$ cat src/rtl/router_pkt_reg_pkg.sv
// ============================================================================
// Module      : router_pkt_reg_pkg
// Description : Shared router constants: header field layout, reserved address.
// Revision    : 1.0 - initial release
// ============================================================================
`default_nettype none

package router_pkt_reg_pkg;

    localparam int          DEFAULT_WIDTH = 8;
    localparam int          ADDR_LSB      = 0;
    localparam int          ADDR_MSB      = 1;
    localparam logic [1:0]  INVALID_ADDR  = 2'b11;

    function automatic logic addr_is_valid(input logic [1:0] addr);
        return (addr != INVALID_ADDR);
    endfunction

endpackage

`default_nettype wire

$ cat src/rtl/router_parity_acc.sv
// ============================================================================
// Module      : router_parity_acc
// Description : Running XOR accumulator with synchronous clear and enable.
// Revision    : 1.0 - initial release
// ============================================================================
`default_nettype none

module router_parity_acc #(
    parameter int WIDTH = 8
) (
    input  logic             clk,
    input  logic             resetn,
    input  logic             i_clr,
    input  logic             i_en,
    input  logic [WIDTH-1:0] i_data,
    output logic [WIDTH-1:0] o_parity
);

    logic [WIDTH-1:0] r_parity;

    always_ff @(posedge clk) begin
        if (!resetn) begin
            r_parity <= '0;
        end else if (i_clr) begin
            r_parity <= '0;
        end else if (i_en) begin
            r_parity <= r_parity ^ i_data;
        end
    end

    assign o_parity = r_parity;

endmodule

`default_nettype wire

$ cat src/rtl/router_pkt_reg.sv
// ============================================================================
// Module      : router_pkt_reg
// Description : Router datapath register: header/payload/parity capture,
//               full-FIFO hold-back, running parity and error flag.
// Revision    : 1.0 - initial release
// ============================================================================
`default_nettype none

module router_pkt_reg
    import router_pkt_reg_pkg::*;
#(
    parameter int WIDTH = DEFAULT_WIDTH
) (
    input  logic             clk,
    input  logic             resetn,
    input  logic [WIDTH-1:0] data_in,
    input  logic             pkt_valid,
    input  logic             fifo_full,
    input  logic             detect_add,
    input  logic             lfd_state,
    input  logic             ld_state,
    input  logic             laf_state,
    input  logic             full_state,
    input  logic             rst_int_reg,
    output logic             parity_done,
    output logic             low_pkt_valid,
    output logic             err,
    output logic [WIDTH-1:0] dout
);

    logic [WIDTH-1:0] r_header_byte;
    logic [WIDTH-1:0] r_hold_byte;
    logic [WIDTH-1:0] r_pkt_parity;
    logic [WIDTH-1:0] r_dout;
    logic             r_parity_done;
    logic             r_low_pkt_valid;
    logic             r_err;

    logic             w_par_en;
    logic [WIDTH-1:0] w_par_data;
    logic [WIDTH-1:0] w_int_parity;

    // Header folds in at lfd; payload bytes (including held ones) at ld.
    assign w_par_en   = lfd_state || (ld_state && pkt_valid && !full_state);
    assign w_par_data = lfd_state ? r_header_byte : data_in;

    router_parity_acc #(
        .WIDTH (WIDTH)
    ) u_parity_acc (
        .clk      (clk),
        .resetn   (resetn),
        .i_clr    (detect_add),
        .i_en     (w_par_en),
        .i_data   (w_par_data),
        .o_parity (w_int_parity)
    );

    always_ff @(posedge clk) begin
        if (!resetn) begin
            r_header_byte <= '0;
        end else if (detect_add && pkt_valid &&
                     addr_is_valid(data_in[ADDR_MSB:ADDR_LSB])) begin
            r_header_byte <= data_in;
        end
    end

    always_ff @(posedge clk) begin
        if (!resetn) begin
            r_dout      <= '0;
            r_hold_byte <= '0;
        end else if (lfd_state) begin
            r_dout <= r_header_byte;
        end else if (ld_state && !fifo_full) begin
            r_dout <= data_in;
        end else if (ld_state && fifo_full) begin
            r_hold_byte <= data_in;
        end else if (laf_state) begin
            r_dout <= r_hold_byte;
        end
    end

    always_ff @(posedge clk) begin
        if (!resetn) begin
            r_pkt_parity    <= '0;
            r_low_pkt_valid <= 1'b0;
        end else if (ld_state && !pkt_valid) begin
            r_pkt_parity    <= data_in;
            r_low_pkt_valid <= 1'b1;
        end else if (rst_int_reg) begin
            r_low_pkt_valid <= 1'b0;
        end
    end

    // A parity byte that arrived while full completes on the laf cycle.
    always_ff @(posedge clk) begin
        if (!resetn) begin
            r_parity_done <= 1'b0;
        end else if (detect_add) begin
            r_parity_done <= 1'b0;
        end else if (ld_state && !fifo_full && !pkt_valid) begin
            r_parity_done <= 1'b1;
        end else if (laf_state && r_low_pkt_valid && !r_parity_done) begin
            r_parity_done <= 1'b1;
        end
    end

    always_ff @(posedge clk) begin
        if (!resetn) begin
            r_err <= 1'b0;
        end else if (detect_add) begin
            r_err <= 1'b0;
        end else if (rst_int_reg && r_parity_done) begin
            r_err <= (w_int_parity != r_pkt_parity);
        end
    end

    assign dout          = r_dout;
    assign parity_done   = r_parity_done;
    assign low_pkt_valid = r_low_pkt_valid;
    assign err           = r_err;

endmodule

`default_nettype wire

$ cat config.mk
export PLATFORM = sky130hd
export DESIGN_NAME = router_pkt_reg
export DESIGN_NICKNAME = d
export VERILOG_FILES = /design/src/rtl/router_pkt_reg_pkg.sv /design/src/rtl/router_parity_acc.sv /design/src/rtl/router_pkt_reg.sv
export SDC_FILE = /design/constraint.sdc
export NUM_CORES = 1
export LEC_CHECK = 0
export CORE_ASPECT_RATIO = 1.75
export CORE_UTILIZATION = 60
export CTS_BUF_LIST = sky130_fd_sc_hd__clkbuf_2
export CTS_CLUSTER_DIAMETER = 40
export DETAILED_ROUTE_END_ITERATION = 8
export DONT_BUFFER_PORTS = 1
export GPL_TIMING_DRIVEN = 0
export PLACE_DENSITY_LB_ADDON = 0.1
export SYNTH_ARGS = -nofsm -noshare
export SYNTH_HDL_FRONTEND = slang
export SYNTH_SLANG_ARGS = --single-unit
export TNS_END_PERCENT = 100
$ cat constraint.sdc
create_clock -name clk -period 1.3 [get_ports clk]
set_clock_uncertainty 0.05 [all_clocks]
set_input_delay 0.195 -clock clk [delete_from_list [all_inputs] [get_ports clk]]
set_output_delay 0.195 -clock clk [all_outputs]
set_load 0.005 [all_outputs]
==> out/qor.yml <==
die_h_um: 78.49
layout-drive-gt1-share_pct: 14.54
avgSynthCellArea_um2: 9.978
critical_path_required_ns: 1.62
drtPass1Iterations: 4
dr_wl_met3_um: 191
clkSinkCount: 43
ys_ff_latch: 43
dpl.cell_count: 244
hold_violations: 0
drv_cap: 0
ios: 29
dp_hpwl_mm: 3.036
initial_core_util_pct: 63.16
reg2reg_depth: 3
synth-adder-area-share_pct: 0
critPathCaptureType: "register"
ant_nets: 0
top_layer: "met4"
cts_tree: "yes"
core_um2: 3176
synth.yosys.seq_area_share_pct: 42.92
crit_path_start_kind: "register"
rsz0062_at_grt: "no"
die_x_um: 45.71
vias: 1495
slew-limit-headroom_pct: 65.65
cts_max_path_buffers: 2
hold_class: "primary input to register"
drtIter0Drc: 24
via_per_inst: 5.537
cp.arrival_ns: 1.56
htreeDepth: 2
synth.top_cell.area_share_pct: 42.92
avgRoutedWirePerCell_um: 16.14
tns_ns: 0
ys_types: 30
grt_pass1_vias: 1535
holdPathEnd: "parity_done"
async_flop_share_pct: 0
synth_warnings: 0
place.gp.congestion: 0.7653
wl_met2_mm: 2.263
drv_slew: 0
cts_root_buf: "clkbuf_2"
syn_area_um2: 2006
row_count: 27
synth_edf_count: 0
yosys.area.top_type: "dfxtp_1"
numPortBuffers: 0
synth_top_family_by_area: "simple AND/OR/NAND/NOR gates"
r2r_setup_slack_ns: 0.05
fmax_ghz: 0.8020
fin_cells: 270
timing.final.crit_period_ns: 1.247
synth_compound_area_share_pct: 12.73
worstSetupPathType: "register to register"
reg2reg_to: "r_pkt_parity[4]"
die_area_um2: 3587
synthSimpleGateAreaFrac_pct: 22.15
ys.flop_type: "dfxtp_1"
cts_buffers: 5
powerDensity_nw_per_um2: 1000
grt_pass1_wl_mm: 6.927
clkTransAtPathRegs_ns: 0.20
ir_drop_mv: 1.001
hold_depth: 3
area_growth_pct: 13.54
clkLatencyLatePin_ns: 0.40
synthMuxAreaShare_pct: 12.23
path_cells: "nand2_1 > a21boi_0 > dlygate4sd3_1"
yosys.area_share.xor_xnor_pct: 6.987
cp_slowest_stage_delay_ns: 0.56
cp_max_fo: 2
worst_pin_slew_ns: 0.5152
wirelength_mm: 4.359
setup_viol: 0
fin_hold_ws_ns: 0.03193
antenna_cells: 0
drt-met1-wl_mm: 1.838
status: "completed"
ys_top_cells_by_area: "dfxtp_1, mux2i_1, nor2b_1"
synthCells: 201
p_leak_nw: 0.9061
overflow: 0
grt_max_degree: 13
reg2reg_from: "r_pkt_parity[4]"
cp_slowest_cell: "dlygate4sd3_1"
antenna_found_initial: 0
min_period_over_period_pct: 95.92
grt_usage_pct: 26.93
remaining_drc_errors: 0
hp-start: "pkt_valid"
syn_nets: 219
nNetsFinal: 244
## repair_timing
item | CTS | global route
gates resized for setup | 0 | 4
buffers inserted | 0 | 3
hold endpoints to repair | 39 | 0
hold buffers | 15 | 0
endpoints found under the setup margin | 0 | 5
## cells in the final DEF (no fill, tap or decap)
| master | Yosys | routed |
|---|---|---|
| a211oi_1 | 1 | 1 |
| a21boi_0 | 3 | 2 |
| a21boi_1 | 6 | 7 |
| a21oi_1 | 5 | 5 |
| a221oi_1 | 4 | 4 |
| a22oi_2 | 8 | 8 |
| and4bb_1 | 1 | 1 |
| buf_2 | 3 | 3 |
| buf_4 | 2 | 5 |
| buf_6 | 1 | 1 |
| clkbuf_1 | 5 | 5 |
| clkbuf_2 | 0 | 7 |
| clkinv_2 | 0 | 1 |
| dfxtp_1 | 43 | 41 |
| dfxtp_2 | 0 | 2 |
| dlygate4sd3_1 | 0 | 14 |
| dlymetal6s4s_1 | 0 | 1 |
| mux2_1 | 2 | 2 |
| mux2_2 | 2 | 2 |
| mux2i_1 | 20 | 20 |
| nand2_1 | 17 | 17 |
| nand2b_1 | 4 | 4 |
| nand2b_4 | 1 | 1 |
| nand3_1 | 6 | 6 |
| nand3_2 | 1 | 1 |
| nand3b_1 | 9 | 9 |
| nand4_1 | 1 | 1 |
| nor2_1 | 10 | 10 |
| nor2b_1 | 22 | 22 |
| nor2b_4 | 1 | 1 |
| nor3_1 | 2 | 2 |
| nor3_4 | 1 | 1 |
| o21ai_1 | 4 | 4 |
| xnor2_1 | 8 | 8 |
| xor2_1 | 8 | 8 |
## per-layer routing
layer  track usage (%)  vias up
met5                 0        -
met4             10.88        0
met3             8.276        4
met1             30.86      715
li1                  -      746
met2             44.57       30
## state kept, by name (all words and copies together) (netlist names)
register and count:
dout 8, u_parity_acc.o_parity 8, err 1, parity_done 1, r_header_byte 8, low_pkt_valid 1
r_hold_byte 8, r_pkt_parity 8
## final cells by class
cell class / instances / area [µm²]
Buffer: 11 / 60.06
Clock buffer: 7 / 35.03
Clock inverter: 1 / 5.005
Fill cell: 275 / 898.4
Multi-Input combinational cell: 147 / 1085
Sequential cell: 43 / 863.3
Tap cell: 43 / 53.80
Timing Repair Buffer: 18 / 175.2
## how the worst max path moves through the flow
stage,cells past startpoint,slack (ns),end,start
after floorplan,5,0.28,u_parity_acc.o_parity[0],full_state
after global placement,4,0.16,dout[3],ld_state
after detailed placement,4,0.11,dout[0],ld_state
after CTS,4,0.06,r_pkt_parity[4],data_in[4]
after global routing,3,0.005,r_pkt_parity[4],r_pkt_parity[4]
final,3,0.05,r_pkt_parity[4],r_pkt_parity[4]
## cell families after synthesis
group                     count (synthesis)
xor gates and xnor gates                 16
muxes                                    24
buffers and inverters                    11
DFF                                      43
AOI/OAI and AO/OA                        31
and+or+nand+nor                          76
## critical path, delay by kind of cell, from the launching register on
kind	cells	cell delay, ns
flops	1	0.39
compound gates	1	0.16
simple gates	1	0.05
buf+inv	1	0.56
## per-stage QoR
stage | area, µm² | setup slack (ns) | power (W) | utilization, %
after floorplan | 2006 | 0.2832 | 0.001634 | -
after global placement | 2059 | 0.1571 | 0.001673 | 64.85
after detailed placement | 2059 | 0.1098 | 0.001687 | 64.85
after CTS | 2250 | 0.06269 | 0.002273 | 70.84
after global routing | 2277 | 0.004620 | 0.002373 | 71.71
final | 2277 | 0.05306 | 0.002277 | 71.71
## cell usage after synthesis (all sizes together) (4+ instances only)
| cell type | instances |
|---|---|
| a21boi | 9 |
| a21oi | 5 |
| a221oi | 4 |
| a22oi | 8 |
| buf | 6 |
| clkbuf | 5 |
| dfxtp | 43 |
| mux2 | 4 |
| mux2i | 20 |
| nand2 | 17 |
| nand2b | 5 |
| nand3 | 7 |
| nand3b | 9 |
| nor2 | 10 |
| nor2b | 23 |
| o21ai | 4 |
| xnor2 | 8 |
| xor2 | 8 |
## power breakdown
group / internal [W] / total [W] / switching [W]
logic: 0.000163 / 0.000314 / 0.000151
registers: 0.00137 / 0.00141 / 0.0000375
clock network: 0.000147 / 0.000555 / 0.000409
total: 0.00168 / 0.00228 / 0.000597
(Power assumes the default switching activity.)
